[src/rtl/serial_sub_pkg.sv]
// Shared FSM encoding and width helper for the bit-serial subtractor.
package serial_sub_pkg;

  typedef enum logic [1:0] {
    IDLE  = 2'd0,
    SHIFT = 2'd1,
    DONE  = 2'd2
  } state_e;

  function automatic int cnt_width(input int w);
    return $clog2(w + 1);
  endfunction

endpackage

[src/rtl/full_subtractor.sv]
// One-bit full subtractor: Diff = A - B - Bin, Bout = borrow out.
module full_subtractor (
  input  logic A,
  input  logic B,
  input  logic Bin,
  output logic Diff,
  output logic Bout
);

  assign Diff = A ^ B ^ Bin;
  assign Bout = (~A & B) | (~(A ^ B) & Bin);

endmodule

[src/rtl/serial_subtractor.sv]
// Bit-serial WIDTH-bit subtractor, LSB first, one bit per clock.
// Start loads operands in IDLE; Done pulses one cycle after the last bit.
module serial_subtractor
  import serial_sub_pkg::*;
#(
  parameter int WIDTH = 4,
  parameter int CNT_W = cnt_width(WIDTH)
) (
  input  logic             Clk,
  input  logic             Rst_n,
  input  logic             Start,
  input  logic [WIDTH-1:0] A,
  input  logic [WIDTH-1:0] B,
  input  logic             Bin,
  output logic             Busy,
  output logic             Done,
  output logic [WIDTH-1:0] Diff,
  output logic             Bout
);

  localparam logic [CNT_W-1:0] LAST = CNT_W'(WIDTH - 1);

  state_e             state_q, state_d;
  logic [WIDTH-1:0]   a_q, b_q;
  logic               br_q;
  logic [CNT_W-1:0]   cnt_q;
  logic [WIDTH-1:0]   diff_q;
  logic               bout_q;
  logic               fs_d, fs_b;
  logic [WIDTH-1:0]   d_shift;
  logic               last;

  full_subtractor u_fs (
    .A    (a_q[0]),
    .B    (b_q[0]),
    .Bin  (br_q),
    .Diff (fs_d),
    .Bout (fs_b)
  );

  assign last = (cnt_q == LAST);

  // Result shift register: the new bit enters at the MSB, so only the
  // upper WIDTH-1 bits of history ever need to be stored.
  generate
    if (WIDTH == 1) begin : g_w1
      assign d_shift = fs_d;
    end else begin : g_wn
      logic [WIDTH-2:0] dh_q;
      always_ff @(posedge Clk) begin
        if (!Rst_n)                dh_q <= '0;
        else if (state_q == SHIFT) dh_q <= d_shift[WIDTH-1:1];
      end
      assign d_shift = {fs_d, dh_q};
    end
  endgenerate

  always_ff @(posedge Clk) begin
    if (!Rst_n) state_q <= IDLE;
    else        state_q <= state_d;
  end

  always_comb begin
    state_d = state_q;
    case (state_q)
      IDLE:    if (Start) state_d = SHIFT;
      SHIFT:   if (last)  state_d = DONE;
      DONE:    state_d = IDLE;
      default: state_d = IDLE;
    endcase
  end

  always_comb begin
    Busy = (state_q != IDLE);
    Done = (state_q == DONE);
  end

  always_ff @(posedge Clk) begin
    if (!Rst_n) begin
      a_q    <= '0;
      b_q    <= '0;
      br_q   <= 1'b0;
      cnt_q  <= '0;
      diff_q <= '0;
      bout_q <= 1'b0;
    end else begin
      case (state_q)
        IDLE: if (Start) begin
          a_q   <= A;
          b_q   <= B;
          br_q  <= Bin;
          cnt_q <= '0;
        end
        SHIFT: begin
          a_q   <= a_q >> 1;
          b_q   <= b_q >> 1;
          br_q  <= fs_b;
          cnt_q <= cnt_q + 1'b1;
          if (last) begin
            diff_q <= d_shift;
            bout_q <= fs_b;
          end
        end
        default: ;
      endcase
    end
  end

  assign Diff = diff_q;
  assign Bout = bout_q;

endmodule

[config.mk]
export PLATFORM = sky130hd
export DESIGN_NAME = serial_subtractor
export DESIGN_NICKNAME = d
export VERILOG_FILES = /design/src/rtl/serial_sub_pkg.sv /design/src/rtl/full_subtractor.sv /design/src/rtl/serial_subtractor.sv
export SDC_FILE = /design/constraint.sdc
export NUM_CORES = 1
export LEC_CHECK = 0
export CAP_MARGIN = 20
export CORE_MARGIN = 5
export CORE_UTILIZATION = 49
export CTS_CLUSTER_DIAMETER = 30
export CTS_CLUSTER_SIZE = 8
export DETAILED_ROUTE_END_ITERATION = 16
export MAX_ROUTING_LAYER = met4
export PLACE_DENSITY = 0.76
export SYNTH_ARGS = -nofsm -noshare
export SYNTH_HDL_FRONTEND = slang
export SYNTH_SLANG_ARGS = --single-unit
export TNS_END_PERCENT = 1
[constraint.sdc]
create_clock -name Clk -period 1.9 [get_ports Clk]
set_clock_uncertainty 0.05 [all_clocks]
set_input_delay 0.19 -clock Clk [delete_from_list [all_inputs] [get_ports Clk]]
set_output_delay 0.19 -clock Clk [all_outputs]
set_load 0.1 [all_outputs]
==> flow_metrics.env <==
export IMPL_design_core_area_mm2=0.00192
export IMPL_crit_path_max_fanout=10
export IMPL_post_synth_inst_count=105
export IMPL_min_delay_path_class="in -> reg"
export IMPL_r2r_start="state_q[1]"
export IMPL_detail_route_vias_per_cell=5.34
export IMPL_synth_cell_area_um2=972
export IMPL_cts_root_buffer="sky130_fd_sc_hd__clkbuf_4"
export IMPL_initial_core_util_pct=50.6
export IMPL_crit_path_end_kind="output pin"
export IMPL_final_max_slew_viol_count=0
export IMPL_area_occupied_by_multi_input_gates_um2=452
export IMPL_reg2reg_to="b_q[0]"
export IMPL_synthesis_area_per_instance_um2=9.26
export IMPL_synth_warnings=0
export IMPL_finalCritPeriodShare_pct=88.2
export IMPL_detail_route_wirelength_mm=1.81
export IMPL_layout_min_cycle_time_ns=1.68
export IMPL_drtIter0Drc=11
export IMPL_crit_path_cell_trace="inv_1 > nor2_2 > buf_12"
export IMPL_place_area_mm2=0.00116
export IMPL_final_ant_viol_nets=0
export IMPL_post_cts_setup_buffer_count=0
export IMPL_buffer_ports_inserted=18
export IMPL_fmaxAchievable_ghz=0.597
export IMPL_final_common_cell="sky130_fd_sc_hd__dfxtp_1"
export IMPL_setup_tns_ns=0
export IMPL_total_power_mw=0.837
export IMPL_clock_tree_buffer_depth=2
export IMPL_cts_sinks=22
export IMPL_number_of_global_route_vias_before_repair=767
export IMPL_crit_path_max_incr_delay_ns=0.57
export IMPL_worstSetupStartpoint="state_q[1]"
export IMPL_max_slew_worst_pin_slew_ns=0.382
export IMPL_worst_setup_path_endpoint="Done"
export IMPL_vdd_ir_drop_worst_mv=0.634
export IMPL_regArea_um2=440
export IMPL_power_per_standard_cell_area_mw_per_mm2=709
export IMPL_wire_length_of_the_first_global_routing_pass_mm=3.14
export IMPL_post_synth_num_cell_types=32
export IMPL_synth_seq_cells=22
export IMPL_core_util_final_pct=61.5
export IMPL_dp_hpwl_mm=1.42
export IMPL_top_level_ports=19
export IMPL_final_cell_mix="sky130_fd_sc_hd__dfxtp_1, sky130_fd_sc_hd__nand2_1, sky130_fd_sc_hd__clkdlybuf4s50_1"
export IMPL_tritoncts_clock_tree="yes"
export IMPL_post_cts_resize_count=0
export IMPL_n_antenna_cell=0
export IMPL_outcome="finished clean"
export IMPL_slew_limit_headroom_pct=74.5
export IMPL_grt_start_max_net_pins=13
export IMPL_setup_repair_after_global_routing_missed_its_margin="false"
export IMPL_max_cap_viol_count=0
export IMPL_globalplace_congestion=0.737
export IMPL_chipWidth_um=54.5
export IMPL_postCtsHoldBufs=0
export IMPL_fillers=184
export IMPL_report_final_setup_viol=0
export IMPL_residual_drc_count=0
export IMPL_die_area_mm2=0.00297
export IMPL_share_of_cells_above_drive_strength_1_pct=15.7
export IMPL_grt_usage_pct=15.0
export IMPL_grt_overflow=0
export IMPL_h_tree_depth=1
export IMPL_critical_path_slowest_cell="sky130_fd_sc_hd__dfxtp_1"
export IMPL_worst_skew_pair_late_latency_ns=0.30
export IMPL_worst_ep_arrival_time_ns=1.44
export IMPL_startpoint_type="flop"
export IMPL_ys_seq_area_share_pct=45.3
export IMPL_num_rows=16
export IMPL_synth_fp_nets=120
export IMPL_die_height_um=54.5
export IMPL_area_delta_synth_final_pct=21.5
export IMPL_layout_cell_area_non_filler_mm2=0.00118
export IMPL_reported_leakage_power_nw=0.454
export IMPL_setup_reg_to_reg_worst_slack_ns=0.50
export IMPL_holdWs_ns=0.398
export IMPL_cts_buffers_inserted=3
export IMPL_route_vias_total=790
export IMPL_detailedRoute_firstPassIterationCount=4
export IMPL_timing_reg2reg_worst_path_depth=3
export IMPL_initial_antenna_violation_count=0
export IMPL_timing_worst_setup_path_type="reg -> out"
export IMPL_nNetsFinal=138
export IMPL_clk_transition_reported_paths_ns=0.11
export IMPL_finalHoldViolations=0
export IMPL_post_drt_wl_per_cell_um=12.2
export IMPL_critical_path_required_ns=1.66
==> logic make-up after synthesis <==
kind of cell,count (synthesis),synth area share (%)
DFF,22,45.3
buffers and inverters,15,8.49
AOI/OAI and AO/OA,32,24.1
and+or+nand+nor,32,16.5
muxes,1,1.03
adders and majority gates,3,4.63
==> power by group <==
part	switching [mW]	total [mW]	internal, mW
combinational	0.0719	0.138	0.0661
clock	0.127	0.201	0.0739
sequential	0.0148	0.498	0.484
==> worst max-delay path: cells and delay by family, from the launching register on <==
| kind | cells | cell delay (ns) |
|---|---|---|
| buffers and inverters | 2 | 0.38 |
| DFF | 1 | 0.57 |
| and+or+nand+nor | 1 | 0.19 |
==> layer usage <==
metal	share of wire [%]	up-vias	track usage [%]
li1	-	403	-
met1	45	368	17.2
met2	48	19	24.9
met3	6.8	0	5.72
met4	0	0	2.90
met5	0	-	-
==> flip-flops by register name (all words and copies together) (netlist names) <==
signal	cells
Diff	4
a_q	4
b_q	4
cnt_q	3
g_wn.dh_q	3
state_q	2
Bout	1
br_q	1
==> per-stage QoR <==
stage | std cells | worst slack (ns)
after floorplan | 105 | 0.316
after global placement | 145 | 0.329
after detailed placement | 145 | 0.287
after CTS | 148 | 0.225
after global routing | 148 | 0.127
final | 148 | 0.225
==> worst min-delay path by stage <==
| stage | start | end | slack [ns] | cells past startpoint |
|---|---|---|---|---|
| 2_1_floorplan | Rst_n | a_q[0] | 0.28 | 2 |
| 3_3_place_gp | Diff[2] | Diff[2] | 0.39 | 2 |
| 3_5_place_dp | Diff[1] | Diff[1] | 0.39 | 2 |
| 4_1_cts | B[0] | b_q[0] | 0.40 | 3 |
| 5_1_grt | B[0] | b_q[0] | 0.39 | 3 |
| 6_report | B[0] | b_q[0] | 0.40 | 3 |
==> cell usage after synthesis <==
master                      instances  area [um^2]
sky130_fd_sc_hd__clkbuf_1           2         7.51
sky130_fd_sc_hd__buf_6              2         22.5
sky130_fd_sc_hd__fa_1               1         20.0
sky130_fd_sc_hd__nand2_1           11         41.3
sky130_fd_sc_hd__o21ai_0            2         10.0
sky130_fd_sc_hd__dfxtp_1           22          440
sky130_fd_sc_hd__a221oi_1           1         8.76
sky130_fd_sc_hd__a2bb2oi_1          1         8.76
sky130_fd_sc_hd__or3b_1             1         8.76
sky130_fd_sc_hd__nor2_1             9         33.8
sky130_fd_sc_hd__nand3_1            5         25.0
sky130_fd_sc_hd__o221a_2            2         22.5
sky130_fd_sc_hd__o21ai_1            1         5.00
sky130_fd_sc_hd__nor3b_2            1         12.5
sky130_fd_sc_hd__o21a_1             2         15.0
sky130_fd_sc_hd__nor2b_4            1         13.8
sky130_fd_sc_hd__buf_4              3         22.5
sky130_fd_sc_hd__a221o_1            1         10.0
sky130_fd_sc_hd__mux2i_1            1         10.0
sky130_fd_sc_hd__a22oi_1            3         22.5
sky130_fd_sc_hd__o21bai_4           1         18.8
sky130_fd_sc_hd__o22ai_1            2         12.5
sky130_fd_sc_hd__ha_1               2         25.0
sky130_fd_sc_hd__nand3b_1           1         7.51
sky130_fd_sc_hd__a211oi_1           2         15.0
sky130_fd_sc_hd__a21oi_1           10         50.1
sky130_fd_sc_hd__nor3_1             1         5.00
sky130_fd_sc_hd__a311oi_1           1         8.76
sky130_fd_sc_hd__o221ai_1           2         17.5
sky130_fd_sc_hd__nand2b_1           2         12.5
sky130_fd_sc_hd__a21oi_2            1         8.76
sky130_fd_sc_hd__inv_1              8         30.0
==> cell type report <==
class / instances / area share (%)
clock buffer: 3 / 1.91
sequential: 22 / 37.3
multi-input combinational: 68 / 38.2
inverter: 8 / 2.54
tap: 27 / 2.86
timing repair buffer: 20 / 17.2
Power figures use the tool's default switching activity.
